===== src/rtl/mcp23s17_spi_responder.sv =====
// MCP23S17 (IOCON.BANK=0) emulation: oversampled mode-0 SPI slave, register file and interrupt logic.
// All SPI and pin inputs are synchronized into clk; SPI edges are detected on the synchronized SCK.
module mcp23s17_spi_responder #(
  parameter int          SYNC_STAGES = 2,
  parameter logic [15:0] IODIR_RESET = 16'hFFFF
) (
  input  logic        clk,
  input  logic        rst_n,
  input  logic        spi_sck,
  input  logic        spi_cs_n,
  input  logic        spi_mosi,
  output logic        spi_miso,
  output logic        spi_miso_oe,
  input  logic [2:0]  hw_addr,
  input  logic [15:0] gpio_in,
  output logic [15:0] gpio_out,
  output logic [15:0] gpio_dir,
  output logic        inta
);

  typedef enum logic [2:0] {IDLE, OPCODE, ADDR, WDATA, RDATA, IGNORE} state_t;
  state_t state, state_next;

  logic [SYNC_STAGES-1:0] sck_sync, cs_sync, mosi_sync;
  logic [15:0] gpio_sync [SYNC_STAGES];
  logic sck_s, cs_s, mosi_s, sck_q, cs_q;
  logic [15:0] gpio_s, gpio_prev;

  logic [15:0] iodir, ipol, gpinten, defval, intcon, gppu, intf, intcap, olat;
  logic [7:0]  iocon;
  logic [2:0]  bit_cnt;
  logic [6:0]  shift_in;
  logic [7:0]  shift_out, addr_ptr, next_ptr, rd_addr, rd_data, new_byte;
  logic [15:0] rd_word, gpio_rd, event_bits;
  logic [3:0]  lane;
  logic [1:0]  clear_int;
  logic        rd_not_wr, sck_rise, sck_fall, cs_fall, shifting, byte_done;
  logic        opcode_ok, wr_en, rd_done;

  always_ff @(posedge clk or negedge rst_n) begin
    if (!rst_n) begin
      sck_sync  <= '0;
      cs_sync   <= '1;
      mosi_sync <= '0;
      for (int i = 0; i < SYNC_STAGES; i++) gpio_sync[i] <= '0;
      sck_q     <= 1'b0;
      cs_q      <= 1'b1;
    end else begin
      sck_sync  <= {sck_sync[SYNC_STAGES-2:0], spi_sck};
      cs_sync   <= {cs_sync[SYNC_STAGES-2:0], spi_cs_n};
      mosi_sync <= {mosi_sync[SYNC_STAGES-2:0], spi_mosi};
      gpio_sync[0] <= gpio_in;
      for (int i = 1; i < SYNC_STAGES; i++) gpio_sync[i] <= gpio_sync[i-1];
      sck_q     <= sck_s;
      cs_q      <= cs_s;
    end
  end

  assign sck_s     = sck_sync[SYNC_STAGES-1];
  assign cs_s      = cs_sync[SYNC_STAGES-1];
  assign mosi_s    = mosi_sync[SYNC_STAGES-1];
  assign gpio_s    = gpio_sync[SYNC_STAGES-1];
  assign sck_rise  = sck_s & ~sck_q;
  assign sck_fall  = ~sck_s & sck_q;
  assign cs_fall   = ~cs_s & cs_q;
  assign shifting  = (state == OPCODE) || (state == ADDR) || (state == WDATA) || (state == RDATA);
  assign byte_done = shifting && sck_rise && (bit_cnt == 3'd7);
  assign new_byte  = {shift_in, mosi_s};
  assign opcode_ok = (new_byte[7:4] == 4'b0100) && (!iocon[3] || (new_byte[3:1] == hw_addr));
  assign wr_en     = (state == WDATA) && byte_done;
  assign rd_done   = (state == RDATA) && byte_done;
  assign next_ptr  = iocon[5] ? addr_ptr : ((addr_ptr == 8'h15) ? 8'h00 : addr_ptr + 8'd1);
  assign rd_addr   = (state == ADDR) ? new_byte : next_ptr;
  assign lane      = {addr_ptr[0], 3'b000};
  assign gpio_rd   = (iodir & (gpio_s ^ ipol)) | (~iodir & olat);
  assign gpio_out  = olat;
  assign gpio_dir  = iodir;

  always_ff @(posedge clk or negedge rst_n) begin
    if (!rst_n) state <= IDLE;
    else        state <= state_next;
  end

  // CS_N high aborts any frame, including one held in IGNORE.
  always_comb begin
    state_next = state;
    case (state)
      IDLE:    if (cs_fall) state_next = OPCODE;
      OPCODE:  if (byte_done) state_next = opcode_ok ? ADDR : IGNORE;
      ADDR:    if (byte_done) state_next = rd_not_wr ? RDATA : WDATA;
      default: ;
    endcase
    if (cs_s) state_next = IDLE;
  end

  always_comb begin
    rd_word = '0;
    case (rd_addr[7:1])
      7'h00:   rd_word = iodir;
      7'h01:   rd_word = ipol;
      7'h02:   rd_word = gpinten;
      7'h03:   rd_word = defval;
      7'h04:   rd_word = intcon;
      7'h05:   rd_word = {iocon, iocon};
      7'h06:   rd_word = gppu;
      7'h07:   rd_word = intf;
      7'h08:   rd_word = intcap;
      7'h09:   rd_word = gpio_rd;
      7'h0A:   rd_word = olat;
      default: rd_word = '0;
    endcase
    rd_data = rd_addr[0] ? rd_word[15:8] : rd_word[7:0];
  end

  // Next read byte is loaded on the completing rising edge; MISO then shifts on each falling edge.
  always_ff @(posedge clk or negedge rst_n) begin
    if (!rst_n) begin
      bit_cnt     <= '0;
      shift_in    <= '0;
      shift_out   <= '0;
      addr_ptr    <= '0;
      rd_not_wr   <= 1'b0;
      spi_miso    <= 1'b0;
      spi_miso_oe <= 1'b0;
    end else begin
      spi_miso_oe <= (state_next == RDATA);
      if (state == IDLE) begin
        bit_cnt  <= '0;
        spi_miso <= 1'b0;
      end else if (shifting && sck_rise) begin
        shift_in <= new_byte[6:0];
        bit_cnt  <= bit_cnt + 3'd1;
      end else if ((state == RDATA) && sck_fall) begin
        spi_miso  <= shift_out[7];
        shift_out <= {shift_out[6:0], 1'b0};
      end
      if (byte_done) begin
        case (state)
          OPCODE: rd_not_wr <= new_byte[0];
          ADDR: begin
            addr_ptr  <= new_byte;
            shift_out <= rd_data;
          end
          WDATA: addr_ptr <= next_ptr;
          RDATA: begin
            addr_ptr  <= next_ptr;
            shift_out <= rd_data;
          end
          default: ;
        endcase
      end
    end
  end

  always_ff @(posedge clk or negedge rst_n) begin
    if (!rst_n) begin
      iodir   <= IODIR_RESET;
      ipol    <= '0;
      gpinten <= '0;
      defval  <= '0;
      intcon  <= '0;
      iocon   <= '0;
      gppu    <= '0;
      olat    <= '0;
    end else if (wr_en) begin
      case (addr_ptr[7:1])
        7'h00:        iodir[lane +: 8]   <= new_byte;
        7'h01:        ipol[lane +: 8]    <= new_byte;
        7'h02:        gpinten[lane +: 8] <= new_byte;
        7'h03:        defval[lane +: 8]  <= new_byte;
        7'h04:        intcon[lane +: 8]  <= new_byte;
        7'h05:        iocon              <= {1'b0, new_byte[6:0]};
        7'h06:        gppu[lane +: 8]    <= new_byte;
        7'h09, 7'h0A: olat[lane +: 8]    <= new_byte;
        default: ;
      endcase
    end
  end

  always_comb begin
    clear_int = '0;
    if (rd_done && ((addr_ptr[7:1] == 7'h08) || (addr_ptr[7:1] == 7'h09)))
      clear_int[addr_ptr[0]] = 1'b1;
  end

  assign event_bits = gpinten & iodir &
                      ((intcon & (gpio_s ^ defval)) | (~intcon & (gpio_s ^ gpio_prev)));

  // A new event in the same cycle as a read-clear re-arms the flag and recaptures.
  always_ff @(posedge clk or negedge rst_n) begin
    if (!rst_n) begin
      intf      <= '0;
      intcap    <= '0;
      gpio_prev <= '0;
      inta      <= 1'b1;
    end else begin
      gpio_prev <= gpio_s;
      inta      <= (|intf) ? iocon[1] : ~iocon[1];
      for (int p = 0; p < 2; p++) begin
        if (((intf[p*8 +: 8] == 8'h00) || clear_int[p]) && (event_bits[p*8 +: 8] != 8'h00)) begin
          intf[p*8 +: 8]   <= event_bits[p*8 +: 8];
          intcap[p*8 +: 8] <= gpio_s[p*8 +: 8];
        end else if (clear_int[p]) begin
          intf[p*8 +: 8] <= 8'h00;
        end
      end
    end
  end

endmodule


===== config.mk =====
export PLATFORM = sky130hd
export DESIGN_NAME = mcp23s17_spi_responder
export DESIGN_NICKNAME = d
export VERILOG_FILES = /design/src/rtl/mcp23s17_spi_responder.sv
export SDC_FILE = /design/constraint.sdc
export NUM_CORES = 1
export LEC_CHECK = 0
export CELL_PAD_IN_SITES_DETAIL_PLACEMENT = 0
export CELL_PAD_IN_SITES_GLOBAL_PLACEMENT = 1
export CORE_MARGIN = 10
export CORE_UTILIZATION = 45
export CTS_BUF_LIST = sky130_fd_sc_hd__clkbuf_8 sky130_fd_sc_hd__clkbuf_16
export CTS_CLUSTER_SIZE = 8
export DETAILED_ROUTE_END_ITERATION = 10
export PLACE_DENSITY = 0.71
export SYNTH_ARGS = -nofsm -noshare
export SYNTH_HDL_FRONTEND = slang
export SYNTH_SLANG_ARGS = --single-unit
export TNS_END_PERCENT = 1

===== constraint.sdc =====
create_clock -name clk -period 3.1 [get_ports clk]
set_clock_uncertainty 0.1 [all_clocks]
set_input_delay 0.62 -clock clk [delete_from_list [all_inputs] [get_ports clk]]
set_output_delay 0.62 -clock clk [all_outputs]
set_load 0.01 [all_outputs]

Word-level counts from Yosys, hierarchy flattened:

Cells that the tools add are included.

* multiplexer cells: 38
* add/sub/neg operators: 3
* eq/ne operators: 29
* reductions and logical operators: 46
* bitwise gates (word level): 21
* shifts and indexed selects: 2
* $lt $le $gt $ge: 2

Operator list (number)
* case mux 16 bit (11 select lines): 1
* bitwise mux 16 bit: 7
* two-way mux 8 bit: 13
* bitwise AND 16 bit: 6
* == test 7 x 3 -> 1 bit, second input constant: 7
* bitwise XOR 16 bit: 3
* == test 7 x 4 -> 1 bit, second input constant: 6
* NOT 16 bit: 2
* OR 16 bit: 2
* == test 7 x 2 -> 1 bit, second input constant: 4
* two-way mux 3 bit: 8
* AND reduction 2 bit: 12
* logical NOT 8 bit: 2
* case mux 8 bit (2 select lines): 1
* nonzero test 8 bit: 2
* OR reduction 16 bit: 1
* variable shift 8 x 6 -> 16 bit, first input constant: 1
* indexed part select 8 x 6 -> 16 bit: 1
* == test 7 x 1 -> 1 bit, second input constant: 2
* logical NOT 7 bit: 2
* logical AND 1 bit: 10
* nonzero test 2 bit: 5
* == test 3 bit, second input constant: 3
* case mux 3 bit (3 select lines): 1
* 20 further kinds: 39

* input port bits: 24
* output and inout bits: 35
* logic and storage cells: 170
* bits in registers: 240

Depth between registers and ports, before layout:

Gate-level depths: netlist of run 1.

* depth in word-level cells: 12
* depth in mapped cells: 12
* gate-level depth less buffers: 10

Worst setup path before layout of run 1:

OpenSTA, ideal clock, no wires.

* path type: reg-to-reg
* start: reg addr_ptr[1]
* end: reg shift_out[7]
* path buffers: 2
* cell stages (with the launch flop): 13
* clock period less this slack: 2.878 ns
* data arrival time: 2.655 ns
* path slack: 0.222 ns
* cells stage by stage: dfrtp_1 inv_1 ha_1 and4b_1 a2111oi_0 nor2_1 buf_2 nand2_1 buf_4 nor3_1 a2111oi_0 nand4_1 o221a_2

* word-level cells in the longest chain between the ends: 9
* elaborated cells on any way between the ends: 20
* classes of those cells: add/sub: 1; eq/ne: 11; mux: 7; reduce/logical: 1

RTL lines
* start, declared: line 33 `logic [7:0] shift_out, addr_ptr, next_ptr, rd_addr, rd_data, new_byte;`
* start signal, assigned: line 141 `addr_ptr <= new_byte;`
* start signal, assigned: line 144 `WDATA: addr_ptr <= next_ptr;`
* start signal, assigned: line 146 `addr_ptr <= next_ptr;`
* adder 8 x 1 -> 8 bit or == test 8 x 5 -> 1 bit (tied branches): line 72 `assign next_ptr = iocon[5] ? addr_ptr : ((addr_ptr == 8'h15) ? 8'h00 : addr_ptr + 8'd1);`
* two-way mux 8 bit: line 72
* two-way mux 8 bit (*): line 72
* two-way mux 8 bit (*): line 73 `assign rd_addr = (state == ADDR) ? new_byte : next_ptr;`
* == test 7 x 4 -> 1 bit, or another cell as far along: line 98 `case (rd_addr[7:1])`
* case mux 16 bit (11 select lines): line 98
* two-way mux 8 bit (*): line 112 `rd_data = rd_addr[0] ? rd_word[15:8] : rd_word[7:0];`
* two-way mux 8 bit (*): line 138 `case (state)`
* two-way mux 8 bit (*): line 137 `if (byte_done) begin`
* end signal, assigned: line 135 `shift_out <= {shift_out[6:0], 1'b0};`
* end signal, assigned: line 142 `shift_out <= rd_data;`
* end signal, assigned: line 147 `shift_out <= rd_data;`
* end, declared: line 33

Every way passes the cells marked *; elsewhere a longest branch is shown, timed or not.
A chain may end at the register's enable or synchronous reset.

Final worst setup path of run 1:

* start: reg addr_ptr[1]
* end: reg shift_out[0]

Same word-level chain as after synthesis.

==> results.py, run 1 <==
metrics = {
    "status": {
        "status": "completed",
    },
    "yosys": {
        "netlist_area_sq_um": 11600,
        "postSynthCellCount": 1022,
        "ys.flop_type": "dfrtp_1",
        "ys.warnings.count": 0,
        "synth.top_cell.area_share": 0.474,
        "synthArstFlopShare": 1.00,
        "ys_seq_elements": 240,
        "synth.net_count": 1050,
        "yosysSeqAreaShare": 0.520,
        "synth_area_leaders": "dfrtp_1 (47%), mux2_2 (13%), dfstp_2 (4.5%)",
        "syn_avg_cell_area_sq_um": 11.4,
        "synth_edf_count": 0,
        "synth.distinct_cells": 71,
        "yosysTopAreaCell": "dfrtp_1",
    },
    "clock_tree": {
        "cts.sinks": 240,
        "numCtsBuffers": 36,
        "ctsLongestPathBuffers": 3,
        "htreeDepth": 2,
        "cts_tree": "done",
        "path_clk_slew_ps": 60,
        "clock_latency_ps": 520,
        "ctsRootBufferMaster": "clkbuf_16",
    },
    "timing": {
        "finalHoldWorstSlack_ps": 242,
        "worst_slew_pin_slew_ps": 625,
        "finalWorstPathRequiredPeriod_ps": 2990,
        "relSlewSlack": 0.582,
        "min_period_over_period": 0.965,
        "final_max_slew_viol_count": 0,
        "clock.fmax_mhz": 334,
        "setup_violations": 0,
        "hold_viol": 0,
        "setup_slack_ps": 108,
        "rsz0062_at_grt": "true",
    },
    "setup_path": {
        "cp_num_buf_inv": 4,
        "required_ps": 3400,
        "end_kind": "flip-flop",
        "cpMostUsedCell": "buf_4",
        "critPathMaxFanout": 6,
        "crit_path_start": "addr_ptr[1]",
        "reg2reg_from": "addr_ptr[1]",
        "crit_slowest_cell": "a2111oi_4",
        "cp_slowest_stage_delay_ps": 400,
        "crit_type": "reg2reg",
        "start_kind": "flip-flop",
        "reg2reg_slack_ps": 110,
        "critPathTopFamily": "compound AO/OA/AOI/OAI gates",
        "worstPathArrival_ps": 3300,
        "path_cells": "inv_2 -> ha_4 -> and4b_1 -> a2111oi_4 -> buf_4 -> nor2_1 -> buf_4 -> nand2_2 -> buf_4 -> nor3_1 -> a2111oi_2 -> nand4_1 -> o221a_2",
    },
    "floorplan": {
        "coreArea_sq_um": 25300,
        "fp.dieH_um": 181,
        "die-area_sq_um": 32600,
        "io_pins": 59,
        "fp-row-count": 58,
        "die_w_um": 181,
        "start_util": 0.460,
    },
    "drt": {
        "drtAntennaViolNets": 0,
        "wl_um": 39000,
        "wl_met2_um": 18700,
        "dr_wl_met3_um": 2370,
        "routedWlPerCell_um": 24.9,
        "routed-via-count": 9350,
        "top_layer_used": "met4",
        "wl_met1_um": 16800,
        "drt_iter0_markers": 855,
        "viasPerCell": 5.97,
        "dr.pass1.iters": 5,
        "remaining_drc_errors": 0,
    },
    "global_route": {
        "grt_pass1_vias": 9520,
        "grt_max_degree": 70,
        "overflow": 0,
        "grt_usage": 0.235,
        "grt_first_pass_wirelength_um": 59800,
        "antenna_found_initial": 0,
    },
    "power_and_ir_drop": {
        "irDropWorstVdd_mv": 0.510,
        "leakage_nw": 6.61,
        "power_density_nw_per_um2": 494,
    },
    "final_layout": {
        "drive_gt1_frac": 0.321,
        "regArea_sq_um": 6030,
        "antenna_cells": 0,
        "fillers": 2187,
        "synthToLayoutAreaGrowth_pct": 27.8,
        "stdcell_count": 1566,
        "design_area_sq_um": 14800,
        "multi_input_area_sq_um": 5380,
        "layout.nets": 1241,
    },
    "worst_hold_path": {
        "worstHoldStart": "gpio_sync[26]",
        "hold_class": "reg2reg",
    },
    "placed_design": {
        "dpl_cell_area_sq_um": 13600,
        "hpwl_um": 28700,
        "place_ws_ps": -419,
        "port_buffers": 58,
        "dp_cells": 1498,
        "place.gp.congestion": 0.990,
    },
    "flow_run": {
        "drv_cap": 0,
    },
}
==> cell type report <==
cell class,instances,share of cell area
sequential,240,0.406
clock inverter,23,0.00708
inverter,21,0.00531
multi-input combinational,708,0.363
clock buffer,38,0.0626
tap,330,0.0278
timing repair buffer,206,0.128
==> per-stage QoR <==
stage / power (W) / utilization / setup TNS (ps)
5_1_grt: 0.00757 / 0.587 / -107
4_1_cts: 0.00740 / 0.581 / 0
2_1_floorplan: 0.00352 / - / 0
6_report: 0.00732 / 0.587 / 0
3_5_place_dp: 0.00385 / 0.538 / -931
3_3_place_gp: 0.00384 / 0.538 / -1130
==> cell families after synthesis <==
kind of cell,share of synthesized area
buf+inv,0.0287
simple gates,0.131
flops,0.520
xor+xnor,0.0242
mux,0.170
compound gates,0.122
fa+ha+maj,0.00431
==> cells in the final DEF, fill, tap and decap left out, types with 5 or more instances in the layout <==
| cell | n |
|---|---|
| nor3b_1 | 5 |
| a211oi_1 | 5 |
| a221oi_1 | 5 |
| nand4_1 | 17 |
| a21oi_1 | 32 |
| buf_4 | 129 |
| dfstp_2 | 20 |
| nor2b_1 | 8 |
| nor2_2 | 6 |
| o2bb2ai_1 | 6 |
| xor2_1 | 5 |
| clkbuf_16 | 36 |
| inv_1 | 40 |
| clkdlybuf4s50_1 | 57 |
| nor3_1 | 28 |
| nand3_1 | 44 |
| nand2b_1 | 5 |
| buf_12 | 15 |
| or4_1 | 7 |
| a22oi_1 | 14 |
| mux2i_1 | 43 |
| o21ai_0 | 66 |
| nand3b_1 | 5 |
| nor3_2 | 6 |
| o22ai_1 | 5 |
| nor4_1 | 8 |
| xnor2_1 | 27 |
| nand2_1 | 83 |
| dfrtp_1 | 220 |
| nor2_1 | 39 |
| mux2_2 | 137 |
==> cells in the mapped netlist, types with 8 or more instances <==
library cell and n:
nor2b_1 8, o21ai_0 66, dfstp_2 20, a2111oi_0 9, xnor2_1 27, nor3_1 30
a21oi_1 32, nor2_1 42, nand2_1 85, nor4_1 8, nand3_1 44, mux2i_1 43
dfrtp_1 220, a22oi_1 14, mux2_2 137, buf_2 17, nand4_1 17, clkbuf_1 27
inv_1 21
==> layer usage <==
layer  GRT usage  vias up
met5           0        -
met4      0.0705        0
met3      0.0416       88
met2       0.384      342
met1       0.311     4761
li1            -     4159
==> path summary, 6_finish.rpt <==
kind | end | depth (start not counted)
setup / recovery | shift_out[0] | 13
hold / removal | gpio_s[10] | 0
setup reg to reg | shift_out[0] | 13
hold reg to reg | gpio_s[10] | 0
max in group asynchronous | gpio_dir[7] | 3
min in group asynchronous | bit_cnt[0] | 2
==> power by group <==
group	switching [W]	internal, W
sequential	0.0000813	0.00321
combinational	0.000335	0.000166
clock	0.00140	0.00213
total	0.00181	0.00551
==> timing repair <==
| item | in CTS | in global routing |
|---|---|---|
| setup buffers | 0 | 6 |
| hold buffers | 1 | 0 |
| resized for setup | 5 | 30 |
| pin swaps | 0 | 11 |
| setup endpoints to repair | 7 | 8 |
| hold endpoints to repair | 7 | 0 |
Power figures use the tool's default switching activity.
==> run 2: changes to the inputs <==
Settings changed: CORE_ASPECT_RATIO from default to 0.75.
==> results.py, run 2 (same netlist as run 1, synthesis figures left out) <==
metrics = {
    "placed_design": {
        "hpwl_um": 29800,
        "place.gp.congestion": 0.994,
        "port_buffers": 58,
        "dp_cells": 1504,
    },
    "clock_tree": {
        "ctsLongestPathBuffers": 3,
        "clock_latency_ps": 530,
        "path_clk_slew_ps": 60,
        "cts.sinks": 240,
        "cts_tree": "done",
        "htreeDepth": 2,
        "numCtsBuffers": 35,
        "ctsRootBufferMaster": "clkbuf_16",
    },
    "drt": {
        "wl_um": 41200,
        "remaining_drc_errors": 0,
        "drtAntennaViolNets": 0,
        "routed-via-count": 9478,
        "dr.pass1.iters": 5,
        "routedWlPerCell_um": 26.2,
        "viasPerCell": 6.03,
        "drt_iter0_markers": 805,
    },
    "timing": {
        "finalHoldWorstSlack_ps": 237,
        "worst_slew_pin_slew_ps": 841,
        "setup_violations": 0,
        "clock.fmax_mhz": 324,
        "finalWorstPathRequiredPeriod_ps": 3090,
        "final_max_slew_viol_count": 0,
        "hold_viol": 0,
        "min_period_over_period": 0.997,
        "rsz0062_at_grt": "true",
        "relSlewSlack": 0.433,
        "setup_tns_ps": 0,
    },
    "global_route": {
        "grt_usage": 0.252,
        "grt_first_pass_wirelength_um": 62800,
        "grt_pass1_vias": 9537,
        "grt_max_degree": 75,
        "overflow": 0,
        "antenna_found_initial": 1,
    },
    "flow_run": {
        "drv_cap": 0,
    },
    "power_and_ir_drop": {
        "irDropWorstVdd_mv": 0.431,
        "power_density_nw_per_um2": 492,
        "leakage_nw": 6.63,
        "fin_total_pwr_w": 0.00730,
    },
    "final_layout": {
        "synthToLayoutAreaGrowth_pct": 27.9,
        "final_common_cell": "dfrtp_1",
        "antenna_cells": 0,
        "layout_common_cells": "dfrtp_1 (219), mux2_2 (136), buf_4 (126)",
        "layout.nets": 1240,
        "drive_gt1_frac": 0.320,
        "stdcell_count": 1573,
    },
    "setup_path": {
        "reg2reg_slack_ps": 10,
        "end_kind": "flip-flop",
        "start_kind": "flip-flop",
        "critPathMaxFanout": 6,
        "required_ps": 3460,
        "crit_type": "reg2reg",
        "worstPathArrival_ps": 3450,
    },
    "floorplan": {
        "die-area_sq_um": 32700,
        "fp-row-count": 50,
        "start_util": 0.461,
        "coreArea_sq_um": 25100,
        "fp.dieH_um": 159,
        "io_pins": 59,
        "die_w_um": 205,
    },
    "status": {
        "status": "completed",
    },
    "worst_hold_path": {
        "hold_class": "reg2reg",
    },
}
-- run 2: final timing paths --
check                              from            to  cells past startpoint
hold / removal             mosi_sync[0]  mosi_sync[1]                      0
setup reg to reg            addr_ptr[0]  shift_out[2]                     11
min in group asynchronous         rst_n   spi_miso_oe                      2
max in group asynchronous         rst_n   gpio_dir[8]                      3
setup / recovery            addr_ptr[0]  shift_out[2]                     11
hold reg to reg            mosi_sync[0]  mosi_sync[1]                      0
-- run 2: worst max-delay path, cell delays in order, from the launching register on --
cell and delay, ps:
dfrtp_1 420, ha_1 230, and4b_1 240, a211o_1 310
a2111oi_4 420, buf_12 190, o21ai_4 100, nor3_2 350
buf_4 220, a22oi_1 110, nand4_1 150, o221a_2 190
-- run 2: cell type report --
type	instances	area (sq um)
Sequential cell	240	6030
Multi-Input combinational cell	708	5360
Timing Repair Buffer	206	1940
Inverter	21	78.8
Tap cell	338	423
Fill cell	2166	10300
Clock inverter	25	131
Clock buffer	35	876
-- run 2: metal layers --
metal  GRT usage  routed length, um  up-vias  share of wire
met3      0.0520               3250       69          0.079
met1       0.377              19200     4853           0.47
met2       0.362              17900      386           0.43
met4      0.0647                881        0          0.021
met5           0                  0        -              0
li1            -                  -     4170              -
-- run 2: through the flow --
stage	setup WS, ps	util	instance area (sq um)
global placement	-155	0.543	13600
CTS	17.1	0.583	14700
finish	9.88	0.590	14800
floorplan	222	-	11600
detailed placement	-201	0.543	13600
global route	-50.6	0.590	14800
-- run 2: timing repair --
| action | in CTS | in global routing |
|---|---|---|
| endpoints found under the setup margin | 8 | 15 |
| hold buffers | 1 | 0 |
| buffers inserted | 0 | 8 |
| endpoints found under the hold margin | 2 | 0 |
| cloned | 0 | 0 |
| pin swaps | 0 | 6 |
| gates resized for setup | 5 | 29 |
-- run 2: report_power, final --
part | leakage [nW] | total, W | switching [W] | internal (W)
Clock | 0.573 | 0.00349 | 0.00144 | 0.00205
Sequential | 3.15 | 0.00329 | 0.0000752 | 0.00321
Combinational | 2.91 | 0.000526 | 0.000364 | 0.000162
Total | 6.63 | 0.00730 | 0.00188 | 0.00542
